File: src/rtl/led_row_driver.sv
// LED matrix row driver: synchronises the rotating column enable, blanks on
// every column change and drives rows from a double-buffered frame store.
module led_row_driver #(
    parameter int ROWS         = 8,
    parameter int BLANK_CYCLES = 4
) (
    input  logic            clk,
    input  logic            resetN,
    input  logic [3:0]      colEn,
    input  logic            wrEn,
    input  logic [1:0]      wrCol,
    input  logic [ROWS-1:0] wrData,
    input  logic            swapReq,
    output logic            swapPending,
    output logic            swapAck,
    output logic            frameStart,
    output logic [3:0]      colOut,
    output logic [ROWS-1:0] rowOut
);

    localparam logic [7:0] CNT_INIT = 8'(BLANK_CYCLES - 1);

    typedef enum logic {
        ST_BLANK,
        ST_DRIVE
    } state_t;

    logic [3:0]      r_sync1;
    logic [3:0]      r_colSync;
    logic [3:0]      r_colPrev;
    state_t          r_state;
    state_t          w_stateNxt;
    logic [7:0]      r_cnt;
    logic [7:0]      w_cntNxt;
    logic [ROWS-1:0] r_bank [2][4];
    logic            r_sel;

    logic            w_change;
    logic            w_frame;
    logic            w_swap;
    logic            w_oneHot;
    logic [1:0]      w_idx;
    logic            w_drive;
    logic [ROWS-1:0] w_frontRow;

    assign w_change   = (r_colSync != r_colPrev);
    assign w_frame    = w_change && (r_colSync == 4'b0001);
    assign w_swap     = w_frame && swapPending;
    assign w_frontRow = r_bank[r_sel][w_idx];

    always_comb begin
        w_oneHot = 1'b1;
        w_idx    = 2'd0;
        case (r_colSync)
            4'b0001: w_idx = 2'd0;
            4'b0010: w_idx = 2'd1;
            4'b0100: w_idx = 2'd2;
            4'b1000: w_idx = 2'd3;
            default: w_oneHot = 1'b0;
        endcase
    end

    always_ff @(posedge clk or negedge resetN) begin
        if (!resetN) begin
            r_sync1   <= 4'b0000;
            r_colSync <= 4'b0000;
            r_colPrev <= 4'b0000;
        end else begin
            r_sync1   <= colEn;
            r_colSync <= r_sync1;
            if (w_change) begin
                r_colPrev <= r_colSync;
            end
        end
    end

    // A change event always wins over counter expiry, so a glitching
    // column restarts the full blank interval.
    always_comb begin
        w_stateNxt = r_state;
        w_cntNxt   = r_cnt;
        if (w_change) begin
            w_stateNxt = ST_BLANK;
            w_cntNxt   = CNT_INIT;
        end else begin
            unique case (r_state)
                ST_BLANK: begin
                    if (r_cnt == 8'd0) begin
                        w_stateNxt = ST_DRIVE;
                    end else begin
                        w_cntNxt = r_cnt - 8'd1;
                    end
                end
                ST_DRIVE: begin
                    w_stateNxt = ST_DRIVE;
                end
            endcase
        end
        w_drive = (w_stateNxt == ST_DRIVE) && w_oneHot;
    end

    always_ff @(posedge clk or negedge resetN) begin
        if (!resetN) begin
            r_state <= ST_BLANK;
            r_cnt   <= CNT_INIT;
        end else begin
            r_state <= w_stateNxt;
            r_cnt   <= w_cntNxt;
        end
    end

    always_ff @(posedge clk or negedge resetN) begin
        if (!resetN) begin
            colOut <= 4'b0000;
            rowOut <= '0;
        end else if (w_drive) begin
            colOut <= r_colSync;
            rowOut <= w_frontRow;
        end else begin
            colOut <= 4'b0000;
            rowOut <= '0;
        end
    end

    // A request arriving on the swap edge re-arms for the next frame.
    always_ff @(posedge clk or negedge resetN) begin
        if (!resetN) begin
            swapPending <= 1'b0;
            swapAck     <= 1'b0;
            frameStart  <= 1'b0;
            r_sel       <= 1'b0;
        end else begin
            frameStart <= w_frame;
            swapAck    <= w_swap;
            if (w_swap) begin
                r_sel       <= ~r_sel;
                swapPending <= swapReq;
            end else begin
                swapPending <= swapPending | swapReq;
            end
        end
    end

    always_ff @(posedge clk or negedge resetN) begin
        if (!resetN) begin
            for (int b = 0; b < 2; b++) begin
                for (int c = 0; c < 4; c++) begin
                    r_bank[b][c] <= '0;
                end
            end
        end else if (wrEn) begin
            r_bank[~r_sel][wrCol] <= wrData;
        end
    end

endmodule

File: config.mk
export PLATFORM = sky130hd
export DESIGN_NAME = led_row_driver
export DESIGN_NICKNAME = d
export VERILOG_FILES = /design/src/rtl/led_row_driver.sv
export SDC_FILE = /design/constraint.sdc
export NUM_CORES = 1
export LEC_CHECK = 0
export BUFFER_PORTS_ARGS = -buffer_cell sky130_fd_sc_hd__buf_2
export CORE_AREA = 2 2 90 92
export DETAILED_ROUTE_END_ITERATION = 8
export DIE_AREA = 0 0 92 94
export HOLD_SLACK_MARGIN = 0.15
export PLACE_DENSITY = 0.76
export SYNTH_ARGS = -nofsm -noshare
export SYNTH_HDL_FRONTEND = slang
export SYNTH_SLANG_ARGS = --single-unit
export TNS_END_PERCENT = 100
File: constraint.sdc
create_clock -name clk -period 2 [get_ports clk]
set_input_delay 0.1 -clock clk [delete_from_list [all_inputs] [get_ports clk]]
set_output_delay 0.1 -clock clk [all_outputs]
set_load 0.05 [all_outputs]
# Word level (Yosys, flattened, before mapping)
# Index checks and enable logic that the tools add are counted.
# op_classes
add_sub_neg	1
order_cmp	6
eq_ne	7
n_mux	22
n_bitwise	7
reduce_logical	8
# op_table
operator	count
$mux W32	4
$bwmux W64	1
$mux W8	7
$demux W32 S1	1
$bmux W8 S2	1
$demux W8 S2	1
$logic_not A8 Y1	1
$sub A8 B1 Y8 const B	1
$ge A3 B3 Y1 const B	2
$not A2 Y3	2
$pmux W2 S3	1
$logic_and A1 B1 Y1	5
$eq A4 B1 Y1 const B	1
$eq A4 B2 Y1 const B	1
$eq A4 B3 Y1 const B	1
$eq A4 B4 Y1 const B	1
$ge A2 B2 Y1 const B	2
$mux W1	4
$mux W4	1
$ne A4 B4 Y1	1
$not A1 Y2	2
$reduce_or A4 Y1	1
$lt A3 B1 Y1 const B	1
$lt A2 B1 Y1 const B	1
other kinds (6)	7
# word_totals
register_bits	101
in_bits	18
output_inout_bits	15
elab_cells	70

# Logic depth before layout (Yosys ltp)
# Gate-level depths: netlist of run 1.
# logic_depth
depth_word	8
mapped_depth	6
depth_no_buf	6

# Worst setup path after synthesis of run 1
# Ideal clock, no wire load.
# synth_timing
kind	reg-to-reg
from	reg r_cnt[0]
to	reg r_cnt[3]
setup_ns	0.121
t_arrival_ns	1.613
t_required_ns	1.879
slack_ns	0.266
path_stages_with_launch	7
n_path_buf	0
period_less_slack_ns	1.734
path_cell_list	dfstp_2 inv_1 ha_1 nor3b_2 a2111oi_0 xnor2_1 nor2_1
# synth_between
elab_chain_len	4
word_cells_on_any_way	7
cone_classes	add/sub (1); eq/ne (1); mux (3); reduce/logical (2)
# synth_lines
element	line	text
start: declaration	33	logic [7:0] r_cnt;
start signal: assignment	108	r_cnt <= w_cntNxt;
$sub A8 B1 Y8	91	w_cntNxt = r_cnt - 8'd1;
$mux W8	88	if (r_cnt == 8'd0) begin
$mux W8	86	unique case (r_state)
$mux W8	82	if (w_change) begin
# Parallel ways exist; a longest one is shown, timed or not. The select of a mux whose other input is x is not followed.
# A chain may end at the register's enable or synchronous reset.

# Worst setup path in the final report of run 1
# layout_timing
from	reg r_cnt[0]
to	reg rowOut[6]
# layout_between
elab_chain_len	6
# layout_lines
element	line	text
$logic_not A8 Y1	88	
$mux W1	88	
$pmux W1 S2	86	
$mux W1	82	
$logic_and A1 B1 Y1	99	w_drive = (w_stateNxt == ST_DRIVE) && w_oneHot;
$mux W8	116	end else if (w_drive) begin
end signal: assignment	118	rowOut <= w_frontRow;
end: declaration	18	output logic [ROWS-1:0] rowOut
# Every way passes these cells.

==> results of run 1 <==
[timing repair]
item | in CTS | in global routing
resized for setup | 0 | 3
setup buffers | 0 | 1
endpoints found under the hold margin | 116 | 0
setup endpoints to repair | 0 | 9
hold buffers | 14 | 0
[worst paths after layout]
path                                endpoint  cells after the start  slack, ps
worst max-delay path               rowOut[6]                      7        110
worst min-delay path              r_bank[34]                      3        180
worst max register to register     rowOut[6]                      7        110
worst min register to register  r_colSync[3]                      0        360
max in group asynchronous         r_bank[36]                      3        930
min in group asynchronous         r_bank[49]                      2        280
[where the power goes]
part | internal [mW] | switching (mW)
clock | 0.598 | 0.720
sequential | 2.72 | 0.345
combinational | 1.04 | 0.601
total | 4.36 | 1.67
[area by class of cell]
| type | count | area share |
|---|---|---|
| flip-flops and latches | 101 | 0.4955 |
| multi-input cells | 170 | 0.3431 |
| repair buffers | 64 | 0.09066 |
| well taps | 102 | 0.02499 |
| clock buffers | 9 | 0.02426 |
| clock inverters | 7 | 0.01568 |
| inverters | 8 | 0.005881 |
[layer usage]
metal	part of all wire	GRT usage	vias to the layer above
li1	-	-	1187
met1	0.44	0.2842	1343
met2	0.49	0.3370	64
met3	0.045	0.05538	18
met4	0.023	0.09080	2
met5	0.0017	0	-
[sequential cells by signal, indices dropped and copies added (netlist names)]
name,count
frameStart,1
r_state,1
colOut,4
r_cnt,8
r_colPrev,4
swapPending,1
r_bank,64
r_colSync,4
rowOut,8
r_sync1,4
r_sel,1
swapAck,1
[kinds of logic (layout without fill, tap and decap cells)]
kind of cell               after synthesis  count (layout)  synth area share
xor gates and xnor gates                15              15           0.03168
muxes                                   78              78            0.2363
buffers and inverters                   24              88           0.02540
and+or+nand+nor                         51              51           0.07906
AOI/OAI and AO/OA                       24              24           0.04481
DFF                                    101             101            0.5771
adders and majority gates                2               2          0.005707
[cell usage after synthesis (all sizes together), types with 3 or more instances]
| library cell | number | area, um2 |
|---|---|---|
| nor3b | 3 | 37.54 |
| nor2 | 10 | 37.54 |
| a22o | 7 | 61.31 |
| nand4b | 3 | 26.28 |
| nand4 | 4 | 25.02 |
| a2111oi | 3 | 26.28 |
| or2 | 3 | 18.77 |
| mux4 | 14 | 315.3 |
| a22oi | 3 | 22.52 |
| inv | 8 | 30.03 |
| buf | 9 | 55.05 |
| nand2b | 6 | 37.54 |
| a211oi | 3 | 22.52 |
| and2 | 4 | 25.02 |
| dfrtp | 99 | 2477 |
| mux2 | 64 | 720.7 |
| nand2 | 6 | 22.52 |
| nor3 | 5 | 40.04 |
| clkbuf | 7 | 26.28 |
| xnor2 | 13 | 113.9 |
[stage by stage]
step           worst slack [ps]  instances
2_1_floorplan             266.0        295
3_3_place_gp              165.1        430
3_5_place_dp              56.81        430
4_1_cts                   38.91        460
5_1_grt                   17.93        461
6_report                  114.3        461
[critical path, delay by kind of cell (launching register included)]
kind | cells | cell delay (ps)
buffers and inverters | 2 | 240
AND/OR/NAND/NOR | 2 | 250
flip-flops | 1 | 560
AO/OA/AOI/OAI | 2 | 560
adder cells (fa/ha/maj) | 1 | 180
[cell usage in the layout, fill, tap and decap left out, drive strengths merged, types with 6 or more instances in the layout]
cell type    count
dfrtp           99
mux2            64
buf             50
mux4            14
dlygate4sd3     14
xnor2           13
inv             12
nor2            10
clkbuf           9
a22o             7
nand2            6
nand2b           6
==> results by group, run 1 <==
Clock network
  • CTS Root Cell: clkbuf_8
  • TritonCTS clock tree: built
  • Num CTS Buffers: 9
  • Clock transition at the registers of the reported paths: 100 ps
  • Sink Count: 101
  • H-tree Lvls: 3
  • Clk buf depth: 2
  • Clock latency on the worst-skew pair: 370 ps

Final layout
  • Nets@finish: 374
  • ANT cells: 0
  • Design Area, Final: 5106 um2
  • Number of fillers in the final layout: 559
  • Reg area: 2530 um2
  • Multi-input gate area: 1752 um2
  • Layout overhead on the synthesized area: 16.47%
  • Final core occ: 0.6712
  • Share of cells above drive strength 1: 0.4457

Setup path
  • Critical-path top delay cell: dfstp_2
  • Worst Path Required: 2260 ps
  • CP max stage delay: 560 ps
  • Crit path kind: register to register
  • CP Max Fanout: 9
  • Crit path launch type: register
  • Critical path arrival: 2150 ps
  • Worst R2R Start: r_cnt[0]
  • Nature of the critical path endpoint: register
  • Setup crit start: r_cnt[0]
  • Critical-path cell list: inv_1, ha_1, nor3b_2, a21oi_4, nor4_4, buf_4, a22o_1

Drt
  • Final WL: 8.320 mm
  • Vias: 2614
  • DR DRC count: 0
  • First-pass iteration count of the detailed router: 4
  • Vias/cell: 5.670
  • DRT iter0 DRCs: 128
  • Antenna-violating nets left: 0
  • DR WL/cell: 18.05 um

Floorplan
  • Starting density of the core: 0.5763
  • Die Area: 8648 um2
  • Die width: 92 um
  • FP Rows: 32
  • Core ar.: 7607 um2
  • Die Y: 94 um
  • IO Pins: 33

Hold path
  • HP Start: wrEn
  • Hold crit path type: primary input to register

Power and ir drop
  • PwrDens: 1179 nW/um2
  • P_leak: 2.275 nW
  • Worst vdd ir: 0.7467 mV
  • Total Power: 6.022 mW

Logic synthesis
  • Ys async rst share: 1.000
  • Syn_nets: 315
  • Distinct cells, synth: 38
  • Ys Warns: 0
  • Post-synth EDFFs: 0
  • #FFs+latches synth: 101
  • Post-Syn Instances: 295
  • Mapped cell area: 4384 um2
  • Main synth FF type: dfrtp_1
  • Register area share after synthesis: 0.5771
  • Avg Inst Size Synth: 14.86 um2

Timing
  • Worst-Margin Slew: 618.4 ps
  • Final period util: 0.9429
  • Final setup violation count: 0
  • Worst hold slack: 178.0 ps
  • Relative slew slack: 0.5877
  • RSZ-0062 raised after global routing: false
  • Achievable frequency: 530.3 MHz
  • Max Clock Skew: 11.46 ps
  • Final Hold Fails: 0
  • Min cycle time layout: 1886 ps
  • Setup TNS: 0 ps
  • Final Max Tran Viols: 0

Placement
  • Post-DP HPWL: 5.497 mm
  • Post-DP Area: 4746 um2
  • Final Wtd Congestion: 0.7827
  • PortBufs: 32

GRT
  • Global-route wire length before repair: 13.70 mm
  • Total gr overflow: 0
  • Gr usage total: 0.2135
  • Initial antenna violation count: 1
  • Vias in the first global route: 2668
  • Largest net degree at the start of global routing: 50

Run status
  • Outcome: complete, no violations

Flow run
  • Max-cap violation count: 0
Power figures use the tool's default switching activity.
==> inputs of run 2 (changes only) <==
--- a/config.mk
+++ b/config.mk
@@ -5,12 +5,13 @@
 export SDC_FILE = /design/constraint.sdc
 export NUM_CORES = 1
 export LEC_CHECK = 0
+export ABC_AREA = 1
 export BUFFER_PORTS_ARGS = -buffer_cell sky130_fd_sc_hd__buf_2
 export CORE_AREA = 2 2 90 92
 export DETAILED_ROUTE_END_ITERATION = 8
 export DIE_AREA = 0 0 92 94
 export HOLD_SLACK_MARGIN = 0.15
-export PLACE_DENSITY = 0.76
+export PLACE_DENSITY = 0.78
 export SYNTH_ARGS = -nofsm -noshare
 export SYNTH_HDL_FRONTEND = slang
 export SYNTH_SLANG_ARGS = --single-unit
==> run 2 against run 1 <==
  * Power is 16% lower
  * Utilization is 0.33 points lower
  * Register-to-register slack better by 130 ps
  * Highest routed layer is now met4
==> results by group, run 2 <==
Run status
  • Outcome: complete, no violations

GRT
  • GRT busiest layer: met2
  • Total gr overflow: 0 (unchanged)
  • Global-route wire length before repair: 17.15 mm (+25%)
  • Vias in the first global route: 3609 (+35%)
  • Routing usage on met3: 0.04735 (-0.008026)
  • Gr usage total: 0.2585 (+0.04495)
  • Met1 Track Usage GR: 0.3445 (+0.06030)
  • Met2 Track Usage GR: 0.4075 (+0.07047)
  • Initial antenna violation count: 0 (-1)
  • Largest net degree at the start of global routing: 60 (+20%)

Floorplan
  • Die Y: 94 um (unchanged)
  • Die Area: 8648 um2 (unchanged)
  • Core ar.: 7607 um2 (unchanged)
  • IO Pins: 33 (unchanged)
  • Starting density of the core: 0.5921 (+0.01579)
  • FP Rows: 32 (unchanged)
  • Die width: 92 um (unchanged)

Logic synthesis
  • Register area share after synthesis: 0.5617 (-0.01539)
  • Ys async rst share: 1.000 (unchanged)
  • Distinct cells, synth: 28 (-26%)
  • #FFs+latches synth: 101 (unchanged)
  • Main synth FF type: dfrtp_1
  • Post-synth EDFFs: 0 (unchanged)
  • Post-synth top area share: 0.5500 (-0.01507)
  • Mapped cell area: 4504 um2 (+2.7%)
  • Avg Inst Size Synth: 8.295 um2 (-44%)
  • Post-Syn Instances: 543 (+84%)
  • Syn_nets: 563 (+79%)
  • Ys Warns: 0 (unchanged)
  • Most frequent cell after synthesis: nand2_1
  • Synth top area cells: dfrtp_1, nand2_1, o21ai_0, nor2_1, nand3_1
  • Post-synth top area cell: dfrtp_1
  • Most common library cells after synthesis: nand2_1, dfrtp_1, o21ai_0

Clock network
  • Clock transition at the registers of the reported paths: 100 ps (about the same)
  • PostCTS Resize Cnt: 0 (unchanged)
  • H-tree Lvls: 3 (unchanged)
  • CTS Root Cell: clkbuf_8
  • Sink Count: 101 (unchanged)
  • Num CTS Buffers: 9 (unchanged)
  • Clock latency on the worst-skew pair: 360 ps (about the same)
  • TritonCTS clock tree: built
  • Clk buf depth: 2 (unchanged)

Drt
  • Vias/cell: 5.297 (-6.6%)
  • Antenna-violating nets left: 0 (unchanged)
  • First-pass iteration count of the detailed router: 5 (+1)
  • Vias: 3671 (+40%)
  • DR DRC count: 0 (unchanged)
  • DRT iter0 DRCs: 384 (+200%)
  • DR WL/cell: 14.60 um (-19%)
  • Final WL: 10.12 mm (+22%)

Final layout
  • Commonest cells after routing, fill and taps aside: nand2_1, dfrtp_1, o21ai_0
  • Number of fillers in the final layout: 615 (+10%)
  • Leading registers by flop count: r_bank x64, r_cnt x8, rowOut x8
  • Design Area, Final: 5081 um2 (-0.49%)
  • Final core occ: 0.6679 (-0.003289)
  • Max reg flops: 64 (unchanged)
  • ANT cells: 0 (unchanged)
  • Reg with most FFs: r_bank
  • Nets@finish: 606 (+62%)
  • Layout overhead on the synthesized area: 12.81%
  • Commonest non-fill, non-tap cell in the layout: nand2_1
  • Share of cells above drive strength 1: 0.1371 (-0.3086)

Setup path
  • Crit path launch type: register
  • Critical-path top delay cell: dfrtp_1
  • Critical-path cell list: buf_4, nor2_1, nor2_1, nand3_1, nand3_1, nand3_1, nor2_1
  • R2R Path End: rowOut[2]
  • Crit path kind: register to register
  • Worst Path Required: 2290 ps (+30 ps)
  • R2R Setup Slk: 250 ps (+130 ps)
  • Critical path arrival: 2040 ps (-110 ps)
  • Nature of the critical path endpoint: register
  • CP Max Fanout: 25 (+16)
  • CP max stage delay: 570 ps (about the same)
  • Worst R2R Start: r_sel
  • FF-to-FF path depth: 7 (unchanged)

Timing
  • Relative slew slack: 0.6115 (+0.02380)
  • Min cycle time layout: 1753 ps (-132.3 ps)
  • Final period util: 0.8767 (-0.06613)
  • Final worst slack: 246.5 ps (+132.3 ps)
  • Achievable frequency: 570.3 MHz (+7.5%)
  • Worst-Margin Slew: 581.3 ps (-37.10 ps)
  • Setup TNS: 0 ps (unchanged)
  • Final setup violation count: 0 (unchanged)
  • Max Clock Skew: 6.906 ps (-4.554 ps)
  • Final Hold Fails: 0 (unchanged)
  • Final Max Tran Viols: 0 (unchanged)
  • RSZ-0062 raised after global routing: false

Placement
  • Final Wtd Congestion: 0.8872 (+13%)
  • Post-DP HPWL: 6.946 mm (+26%)
  • PortBufs: 32 (unchanged)
  • Post-DP Area: 4765 um2 (+0.40%)
  • Placement Setup Slack: 277.5 ps (+220.7 ps)

Flow run
  • Max-cap violation count: 0 (unchanged)

Hold path
  • Hold crit path type: primary input to asynchronous set/reset pin

Power and ir drop
  • P_leak: 2.687 nW (+18%)
  • PwrDens: 997.9 nW/um2 (-15%)
  • Worst vdd ir: 0.4224 mV (-43%)
run 2: cell count changes in the layout (fill, tap and decap cells not counted), sizes merged, moves of 6 or more:
| cell | previous run | this run |
|---|---|---|
| xnor2 | 13 | 0 |
| o21ai | 2 | 70 |
| mux2 | 64 | 0 |
| mux4 | 14 | 0 |
| a22o | 7 | 0 |
| nand3 | 0 | 32 |
| inv | 12 | 41 |
| buf | 50 | 39 |
| nand2 | 6 | 188 |
| nor2 | 10 | 71 |
| nand2b | 6 | 0 |
run 2: cell families after synthesis:
| group | Yosys count | share of synthesized area |
|---|---|---|
| fa+ha+maj | 2 | 0.005555 |
| simple gates | 296 | 0.2792 |
| xor+xnor | 3 | 0.005834 |
| buf+inv | 61 | 0.05722 |
| flops | 101 | 0.5617 |
| compound gates | 80 | 0.09056 |
run 2: through the flow:
step | hold WS [ps] | total power [mW] | cells
4_1_cts | 270.0 | 5.076 | 693
3_3_place_gp | 118.4 | 3.827 | 663
3_5_place_dp | 122.1 | 3.883 | 663
6_report | 261.2 | 5.070 | 693
2_1_floorplan | -195.6 | 3.488 | 543
5_1_grt | 298.9 | 5.396 | 693
run 2: critical path, delay by kind of cell, from the launching register on:
kind | cells | cell delay [ps]
AND/OR/NAND/NOR | 6 | 740
buffers and inverters | 1 | 370
flip-flops | 1 | 570
run 2: power by group:
| part | switching [mW] | internal (mW) |
|---|---|---|
| registers | 0.233 | 2.47 |
| clock network | 0.692 | 0.490 |
| logic | 0.747 | 0.439 |
| total | 1.67 | 3.40 |
run 2: area by class of cell:
class	count	area, um2	area share
Clock inverter	5	35.03	0.006895
Tap cell	102	127.6	0.02512
Sequential cell	101	2530	0.4979
Timing Repair Buffer	53	380.4	0.07486
Inverter	40	150.1	0.02955
Multi-Input combinational cell	381	1717	0.3378
Clock buffer	11	141.4	0.02783
run 2: how the worst max path moves through the flow:
stage | from | to | slack, ps | cells past startpoint
floorplan | r_cnt[0] | r_cnt[5] | 520 | 9
global placement | r_sel | rowOut[2] | 340 | 7
detailed placement | r_cnt[0] | rowOut[0] | 280 | 8
CTS | r_cnt[0] | rowOut[7] | 260 | 8
global route | r_cnt[0] | rowOut[7] | 130 | 8
finish | r_sel | rowOut[2] | 250 | 7
run 2: routing by layer:
layer  vias up  share of wire
li1       1792              -
met3        31          0.061
met2       131           0.47
met1      1717           0.43
met5         -              0
met4         0          0.033
run 2: timing repair:
action | 4_1_cts | 5_1_grt
setup buffers | 0 | 0
setup endpoints to repair | 0 | 0
hold buffers | 14 | 0
hold endpoints to repair | 154 | 0
==> inputs of run 3 (changes only) <==
--- a/config.mk
+++ b/config.mk
@@ -5,13 +5,13 @@
 export SDC_FILE = /design/constraint.sdc
 export NUM_CORES = 1
 export LEC_CHECK = 0
-export ABC_AREA = 1
+export ABC_AREA = 0
 export BUFFER_PORTS_ARGS = -buffer_cell sky130_fd_sc_hd__buf_2
-export CORE_AREA = 2 2 90 92
+export CORE_AREA = 2 2 94 96
 export DETAILED_ROUTE_END_ITERATION = 8
-export DIE_AREA = 0 0 92 94
+export DIE_AREA = 0 0 96 98
 export HOLD_SLACK_MARGIN = 0.15
-export PLACE_DENSITY = 0.78
+export PLACE_DENSITY = 0.74
 export SYNTH_ARGS = -nofsm -noshare
 export SYNTH_HDL_FRONTEND = slang
 export SYNTH_SLANG_ARGS = --single-unit
==> constraint.sdc (replaced) <==
create_clock -name clk -period 1.6 [get_ports clk]
set_input_delay 0.08 -clock clk [delete_from_list [all_inputs] [get_ports clk]]
set_output_delay 0.08 -clock clk [all_outputs]
set_load 0.05 [all_outputs]
==> run 3 against run 2 <==
  * The run now ends with negative setup slack left
  * Critical path depth grew 1
  * Non-clock buffer count grew 50
  * Flip-flop and latch count is the same
  * Power grew 55%
  * Worst hold slack gained 57 ps
  * Die area grew 8.8%
  * Via count shrank 24%
  * Clock skew grew 2.3 ps
  * Critical path type unchanged
  * Largest power group unchanged
==> results by group, run 3 (synthesis results as in run 1) <==
Run status
  • Outcome: finished, violations left
  • Failing checks: negative setup slack

Timing
  • Final Max Tran Viols: 0 (unchanged)
  • RSZ-0062 raised after global routing: true
  • Final worst slack: -173.4 ps (-419.9 ps)
  • Final Hold Fails: 0 (unchanged)
  • Final period util: 1.108 (+0.2316)
  • Max Clock Skew: 9.181 ps (+2.275 ps)
  • Setup TNS: -2499 ps (-2499 ps)
  • Relative slew slack: 0.6542 (+0.04263)
  • Min cycle time layout: 1773 ps (+19.89 ps)
  • Achievable frequency: 563.9 MHz (-1.1%)
  • Final setup violation count: 20 (+20)
  • Worst-Margin Slew: 518.8 ps (-62.53 ps)

Floorplan
  • FP Rows: 34 (+6.3%)
  • Core ar.: 8466 um2 (+11%)
  • IO Pins: 33 (unchanged)
  • Die Y: 98 um (+4.3%)
  • Starting density of the core: 0.5179 (-0.07422)
  • Die width: 96 um (+4.3%)
  • Die Area: 9408 um2 (+8.8%)

Drt
  • DRT iter0 DRCs: 102 (-73%)
  • Antenna-violating nets left: 0 (unchanged)
  • Vias/cell: 5.490 (+3.6%)
  • Vias: 2778 (-24%)
  • DR DRC count: 0 (unchanged)
  • DR WL/cell: 18.84 um (+29%)
  • Final WL: 9.532 mm (-5.8%)
  • First-pass iteration count of the detailed router: 5 (unchanged)

Power and ir drop
  • Worst vdd ir: 0.8973 mV (+110%)
  • Total Power: 7.854 mW (+55%)
  • Sequential share of power: 0.488 (-0.045)
  • Switching share of power: 0.2747 (-0.05523)
  • PwrDens: 1381 nW/um2 (+38%)
  • P_leak: 2.538 nW (-5.6%)
  • Internal power: 5.696 mW (+68%)
  • NetSw: 2.157 mW (+29%)
  • Clock group share of total power: 0.211 (-0.022)
  • Comb pwr share: 0.301 (+0.067)

Final layout
  • Layout overhead on the synthesized area: 29.74%
  • Commonest non-fill, non-tap cell in the layout: dfrtp_1
  • Number of fillers in the final layout: 587 (-4.6%)
  • Final std cells w/o fill: 506 (-27%)
  • Nets@finish: 413 (-32%)
  • Share of cells above drive strength 1: 0.5603 (+0.4232)
  • Design Area, Final: 5688 um2 (+12%)
  • Max reg flops: 64 (unchanged)
  • Reg with most FFs: r_bank
  • Commonest cells after routing, fill and taps aside: dfrtp_1, mux2_2, buf_4
  • ANT cells: 0 (unchanged)
  • Final core occ: 0.6719 (+0.003961)
  • Leading registers by flop count: r_bank x64, r_cnt x8, rowOut x8

Setup path
  • R2R Setup Slk: -170 ps (-420 ps)
  • Crit path launch type: register
  • CP bufs+invs: 3 (+2)
  • CP max stage delay: 390 ps (-180 ps)
  • Critical-path cell list: inv_2, ha_4, nor3b_4, a21oi_4, buf_6, buf_6, a31o_4, a21oi_2
  • FF-to-FF path depth: 8 (+1)
  • Worst R2R Start: r_cnt[1]
  • Crit path kind: register to register
  • CP Max Fanout: 6 (-76%)
  • Worst path top cell family by delay: compound AO/OA/AOI/OAI gates
  • R2R Path End: r_cnt[7]
  • Critical path arrival: 2070 ps (+30 ps)
  • Most frequent CP cell: buf_6
  • Worst Path Required: 1900 ps (-390 ps)
  • Critical-path top delay cell: dfstp_2
  • Nature of the critical path endpoint: register

Clock network
  • TritonCTS clock tree: built
  • Num CTS Buffers: 9 (unchanged)
  • Clock transition at the registers of the reported paths: 90 ps (about the same)
  • H-tree Lvls: 3 (unchanged)
  • Clock latency on the worst-skew pair: 360 ps (about the same)
  • Clk buf depth: 2 (unchanged)
  • CTS Root Cell: clkbuf_8
  • Sink Count: 101 (unchanged)

GRT
  • Total gr overflow: 0 (unchanged)
  • Global-route wire length before repair: 15.06 mm (-12%)
  • Gr usage total: 0.2146 (-0.04387)
  • Vias in the first global route: 2976 (-18%)
  • Initial antenna violation count: 0 (unchanged)
  • Largest net degree at the start of global routing: 102 (+70%)

Placement
  • Post-DP HPWL: 6.113 mm (-12%)
  • Final Wtd Congestion: 0.7583 (-15%)
  • Post-DP Area: 5062 um2 (+6.3%)
  • Cells after DPL: 464 (-30%)
  • PortBufs: 32 (unchanged)

Hold path
  • Hold crit path type: primary input to asynchronous set/reset pin

Flow run
  • Max-cap violation count: 0 (unchanged)
-- run 3: stage by stage --
step,hold WS [ps],worst slack [ps]
floorplan,-215.6,-14.99
global placement,177.9,-149.9
detailed placement,182.1,-204.8
CTS,280.1,-141.1
global route,318.9,-224.6
finish,318.2,-173.4
-- run 3: cell type report --
class	count	area, um2	area share
clock buffer	10	137.6	0.02420
clock inverter	6	70.07	0.01232
inverter	8	30.03	0.005279
multi-input combinational	170	1906	0.3350
sequential	101	2532	0.4452
tap	108	135.1	0.02376
timing repair buffer	103	877.1	0.1542
-- run 3: layer usage --
layer  up-vias  part of all wire  GRT usage  wire (um)
met5         -                 0          0          0
met4         0             0.013    0.06044        127
met3        10             0.029    0.04321        278
met2        45              0.53     0.3665       5084
met1      1461              0.42     0.2765       4043
li1       1262                 -          -          -
-- run 3: how the worst max path moves through the flow --
stage,startpoint,endpoint,cells past startpoint
global placement,r_cnt[0],rowOut[6],6
CTS,r_cnt[0],rowOut[6],7
floorplan,r_colSync[3],rowOut[6],5
detailed placement,r_cnt[0],rowOut[6],6
finish,r_cnt[1],r_cnt[7],8
global route,r_cnt[1],r_cnt[7],8
-- run 3: worst register-to-register path: stages (launching register included) --
cell and delay [ps]:
dfstp_2 390, inv_2 80, ha_4 120, nor3b_4 380, a21oi_4 130, buf_6 160, buf_6 120, a31o_4 210
a21oi_2 130
-- run 3: repair_timing --
| action | CTS | global route |
|---|---|---|
| buffers inserted | 5 | 7 |
| gates cloned | 0 | 1 |
| endpoints found under the setup margin | 32 | 42 |
| resized for setup | 11 | 24 |
| pin swaps | 13 | 16 |
| hold buffers | 14 | 0 |
| hold endpoints to repair | 170 | 0 |
-- run 3: power groups by stage --
stage	sequential [mW]	clock [mW]	combinational, mW
5_1_grt	3.93	1.81	2.56
4_1_cts	3.82	1.72	2.29
6_report	3.84	1.66	2.36
2_1_floorplan	3.71	0	1.66
3_5_place_dp	3.88	0	2.16
3_3_place_gp	3.82	0	2.08
